`src/rtl/uart_tx_scheduler.sv`:
```
`default_nettype none
// ============================================================================
// uart_tx_scheduler : round-robin block/status message sequencer for a byte UART
// Option: `define UART_TX_HEADER_EN to prefix each message with a header byte
// Revision: 1.0
// ============================================================================
module uart_tx_scheduler #(
    parameter logic [7:0] HDR_BLK  = 8'hA5,
    parameter logic [7:0] HDR_STAT = 8'h5A
) (
    input  logic         clk,
    input  logic         reset,
    input  logic         blk_valid,
    input  logic [127:0] blk_data,
    output logic         blk_ready,
    input  logic         stat_valid,
    input  logic [7:0]   stat_data,
    output logic         stat_ready,
    output logic         tx_start,
    output logic [7:0]   tx_data,
    input  logic         tx_done_flag,
    output logic         busy,
    output logic         msg_done
);

`ifdef UART_TX_HEADER_EN
    localparam bit HDR_EN = 1'b1;
`else
    localparam bit HDR_EN = 1'b0;
`endif

    // One spare byte slot so the header, when enabled, rides at the top of the shifter
    localparam int         SHW       = 136;
    localparam logic [4:0] BLK_LAST  = HDR_EN ? 5'd16 : 5'd15;
    localparam logic [4:0] STAT_LAST = HDR_EN ? 5'd1  : 5'd0;

    typedef enum logic [1:0] {
        S_IDLE  = 2'd0,
        S_START = 2'd1,
        S_WAIT  = 2'd2
    } state_t;

    state_t           state_q;
    logic [SHW-1:0]   shift_q;
    logic [4:0]       cnt_q;
    logic             last_blk_q;
    logic             tx_start_q;
    logic [7:0]       tx_data_q;
    logic             busy_q;
    logic             msg_done_q;

    logic             w_grant_blk;
    logic             w_grant_stat;
    logic [SHW-1:0]   w_load;

    always_comb begin
        w_grant_blk  = 1'b0;
        w_grant_stat = 1'b0;
        if (reset && (state_q == S_IDLE)) begin
            if (blk_valid && (!stat_valid || !last_blk_q)) begin
                w_grant_blk = 1'b1;
            end else if (stat_valid) begin
                w_grant_stat = 1'b1;
            end
        end
        if (w_grant_blk) begin
            w_load = HDR_EN ? {HDR_BLK, blk_data} : {blk_data, 8'h00};
        end else begin
            w_load = HDR_EN ? {HDR_STAT, stat_data, 120'h0} : {stat_data, 128'h0};
        end
    end

    always_ff @(posedge clk) begin
        if (!reset) begin
            state_q    <= S_IDLE;
            shift_q    <= '0;
            cnt_q      <= 5'd0;
            last_blk_q <= 1'b0;
            tx_start_q <= 1'b0;
            tx_data_q  <= 8'h00;
            busy_q     <= 1'b0;
            msg_done_q <= 1'b0;
        end else begin
            tx_start_q <= 1'b0;
            msg_done_q <= 1'b0;
            case (state_q)
                S_IDLE: begin
                    if (w_grant_blk || w_grant_stat) begin
                        shift_q    <= w_load;
                        tx_data_q  <= w_load[SHW-1 -: 8];
                        cnt_q      <= w_grant_blk ? BLK_LAST : STAT_LAST;
                        last_blk_q <= w_grant_blk;
                        busy_q     <= 1'b1;
                        tx_start_q <= 1'b1;
                        state_q    <= S_START;
                    end
                end
                S_START: begin
                    state_q <= S_WAIT;
                end
                S_WAIT: begin
                    if (tx_done_flag) begin
                        if (cnt_q != 5'd0) begin
                            shift_q    <= shift_q << 8;
                            tx_data_q  <= shift_q[SHW-9 -: 8];
                            cnt_q      <= cnt_q - 5'd1;
                            tx_start_q <= 1'b1;
                            state_q    <= S_START;
                        end else begin
                            msg_done_q <= 1'b1;
                            busy_q     <= 1'b0;
                            state_q    <= S_IDLE;
                        end
                    end
                end
                default: begin
                    state_q <= S_IDLE;
                end
            endcase
        end
    end

    assign blk_ready  = w_grant_blk;
    assign stat_ready = w_grant_stat;
    assign tx_start   = tx_start_q;
    assign tx_data    = tx_data_q;
    assign busy       = busy_q;
    assign msg_done   = msg_done_q;

endmodule
`default_nettype wire

```
`config.mk`:
```
export PLATFORM = sky130hd
export DESIGN_NAME = uart_tx_scheduler
export DESIGN_NICKNAME = d
export VERILOG_FILES = /design/src/rtl/uart_tx_scheduler.sv
export SDC_FILE = /design/constraint.sdc
export NUM_CORES = 1
export LEC_CHECK = 0
export BUFFER_PORTS_ARGS = -buffer_cell sky130_fd_sc_hd__buf_2
export CORE_ASPECT_RATIO = 1.1
export CORE_MARGIN = 2
export CORE_UTILIZATION = 45
export CTS_CLUSTER_DIAMETER = 100
export DETAILED_ROUTE_END_ITERATION = 16
export GPL_ROUTABILITY_DRIVEN = 0
export HOLD_SLACK_MARGIN = 0.06
export PLACE_DENSITY = 0.67
export SKIP_LAST_GASP = 1
export SYNTH_ARGS = -nofsm -noshare
export SYNTH_HDL_FRONTEND = slang
export SYNTH_SLANG_ARGS = --single-unit
```
`constraint.sdc`:
```
create_clock -name clk -period 4.65 [get_ports clk]
set_input_delay 0.6975 -clock clk [delete_from_list [all_inputs] [get_ports clk]]
set_output_delay 0.6975 -clock clk [all_outputs]
set_load 0.05 [all_outputs]
```
==> impl_metrics.env <==
export IMPL_status="finished, final reports clean"
export IMPL_start_kind="flip-flop"
export IMPL_postLayoutCoreUtil_pct=56.3
export IMPL_yosys_top_cells_area="dfxtp_1 48%, a221oi_1 17%, o21ai_0 9.3%"
export IMPL_path_class="reg -> out"
export IMPL_synth_compound_area_share_pct=32.7
export IMPL_tns_ns=0
export IMPL_avgRoutedWirePerCell_um=17.0
export IMPL_leakage_nw=3.00
export IMPL_drive_above_1_share_pct=26.4
export IMPL_max_freq_mhz=311
export IMPL_cpPeakStageDelay_ns=0.55
export IMPL_numCtsBuffers=17
export IMPL_crit_slowest_cell="nand3_1"
export IMPL_maxSlewViolCount=0
export IMPL_clk_insertion_delay_late_ns=0.41
export IMPL_num_rows=43
export IMPL_routed_via_count=5569
export IMPL_grt_util_all_layers_pct=22.6
export IMPL_holdWs_ns=0.458
export IMPL_max_cap_viol_count=0
export IMPL_end_kind="primary output"
export IMPL_synth_main_ff_cell="dfxtp_1"
export IMPL_ys_seq_area_share_pct=48.3
export IMPL_relSlewSlack_pct=31.5
export IMPL_clk_pin_slew_ns=0.06
export IMPL_dp_hpwl_um=9670
export IMPL_worst_path_buf_inv=2
export IMPL_setup_viol_count_final=0
export IMPL_min_path_type="reg -> reg"
export IMPL_post_cts_resize_count=0
export IMPL_synth_simple_area_share_pct=11.0
export IMPL_synth_top_family_by_area="compound AO/OA/AOI/OAI gates"
export IMPL_postCtsSetupBuffers=0
export IMPL_synth_cell_types=42
export IMPL_viasPerCell=6.01
export IMPL_clock_sinks=139
export IMPL_syn_cell_area_mm2=0.00576
export IMPL_drc=0
export IMPL_yosysWarnings=0
export IMPL_ir_drop_mv=0.222
export IMPL_ys_seq_elements=139
export IMPL_grt_pass1_wl_um=25400
export IMPL_die_w_um=112
export IMPL_synth_cells=646
export IMPL_cp_required_ns=3.95
export IMPL_antenna_found_initial=0
export IMPL_synth_mux_area_share_pct=1.39
export IMPL_synth_area_per_cell_um2=8.92
export IMPL_synth_nets=788
export IMPL_diodes=0
export IMPL_gr_total_overflow=0
export IMPL_rsz0062_at_grt="no"
export IMPL_worst_pin_slew_ns=1.03
export IMPL_finalCritPeriodShare_pct=69.1
export IMPL_yosysTopAreaCell="dfxtp_1"
export IMPL_synth_common_cells="139 x dfxtp_1, 127 x nor2_1, 112 x a221oi_1"
export IMPL_dieArea_mm2=0.0137
export IMPL_synth_top_area_share_pct=48.3
export IMPL_path_cells="nor3b_4 -> nand3_1 -> clkinv_2 -> buf_2"
export IMPL_grt_pass1_vias=5187
export IMPL_hold_buffers=0
export IMPL_core_area_mm2=0.0125
export IMPL_crit_fanout=22
export IMPL_dr_first_iter_drc_count=489
export IMPL_synth_edf_count=0
export IMPL_initial_core_util_pct=46.0
export IMPL_ys_async_sr_fraction_pct=0
export IMPL_grt_max_degree=128
export IMPL_wl_um=15700
export IMPL_synth_xor_area_share_pct=0
export IMPL_synth_most_common_cell="dfxtp_1"
export IMPL_ant_nets=0
export IMPL_firstDrtPassIters=5
export IMPL_hold_violations=0
export IMPL_clock_root_buffer="clkbuf_16"
export IMPL_die_y_um=123
export IMPL_cts_buffer_depth=2
export IMPL_portBuffers=153
export IMPL_p_per_area_mw_per_mm2=444
export IMPL_synthAdderAreaFrac_pct=0.217
export IMPL_cts_tree="yes"
export IMPL_crit_arrival_ns=2.52
export IMPL_io_pins=154
export IMPL_cts_htree_levels=4
export IMPL_area_delta_synth_final_pct=22.4
export IMPL_final_setup_skew_ns=0.0106
export IMPL_critPathTopFamily="simple AND/OR/NAND/NOR gates"
export IMPL_period_needed_ns=3.21
export IMPL_final_nets=898
-- layout by cell type, fill, tap and decap left out, types with 2 or more instances in the layout --
cell type / count
o21a_1: 2
buf_12: 2
clkinv_2: 6
a22oi_1: 16
a211oi_2: 2
nor2_1: 127
clkbuf_16: 17
a21oi_1: 5
nand2b_1: 2
dfxtp_1: 139
nand2_1: 8
clkinv_4: 4
a21boi_0: 2
or3_1: 2
bufinv_16: 2
buf_2: 153
mux2i_1: 8
o21ai_0: 107
buf_4: 5
a221oi_1: 112
inv_1: 5
o21ai_1: 16
inv_6: 2
nor3_1: 3
-- cell type report --
type	count	area, µm²
sequential	139	2780
inverter	7	27.5
clock inverter	14	145
multi-input combinational	431	2620
timing repair buffer	160	843
clock buffer	18	439
fill	1178	5480
tap	157	196
-- flip-flops by register name (all words and copies together), names as in the netlist --
name,cells
shift_q,120
tx_data,8
cnt_q,5
state_q,2
busy,1
last_blk_q,1
msg_done,1
tx_start,1
-- worst register-to-register path, cell delays in order (launching register included) --
cell      delay, ns
dfxtp_1        0.43
nor3b_4        0.34
nand3_1        0.55
clkinv_2       0.46
buf_4          0.60
a221oi_1       0.25
nor2_1         0.16
-- layer usage --
| layer | global-route usage (%) | share of wire [%] | routed length (µm) |
|---|---|---|---|
| met2 | 37.6 | 49 | 7740 |
| met1 | 29.1 | 42 | 6660 |
| met5 | 0 | 0 | 0 |
| met4 | 6.48 | 1.2 | 186 |
| met3 | 6.22 | 7.1 | 1110 |
-- final timing paths --
check,from,end,slack [ns],cells after the start
setup / recovery,state_q[1],blk_ready,1.44,4
hold / removal,cnt_q[4],cnt_q[4],0.46,2
setup reg to reg,state_q[1],shift_q[84],1.81,6
hold reg to reg,cnt_q[4],cnt_q[4],0.46,2
-- metrics by stage --
stage | instances | power [mW] | instance area, µm² | worst slack [ns]
2_1_floorplan | 646 | 1.70 | 5760 | 2.31
3_3_place_gp | 894 | 1.82 | 6470 | 1.64
3_5_place_dp | 894 | 1.83 | 6470 | 1.49
4_1_cts | 926 | 3.16 | 7050 | 1.41
5_1_grt | 926 | 3.28 | 7050 | 1.28
6_report | 926 | 3.13 | 7050 | 1.44
-- kinds of logic (layout without fill, tap and decap cells) --
group,count (synthesis),in the layout
adders and majority gates,1,1
AOI/OAI and AO/OA,270,270
buffers and inverters,76,199
muxes,8,8
DFF,139,139
and+or+nand+nor,152,152
-- where the power goes --
group          internal, mW  leakage, nW  switching [mW]
registers              1.30         1.14          0.0631
logic                 0.172         1.56           0.277
clock network         0.805        0.290           0.517
No activity file was read; power rests on OpenSTA's default activity.
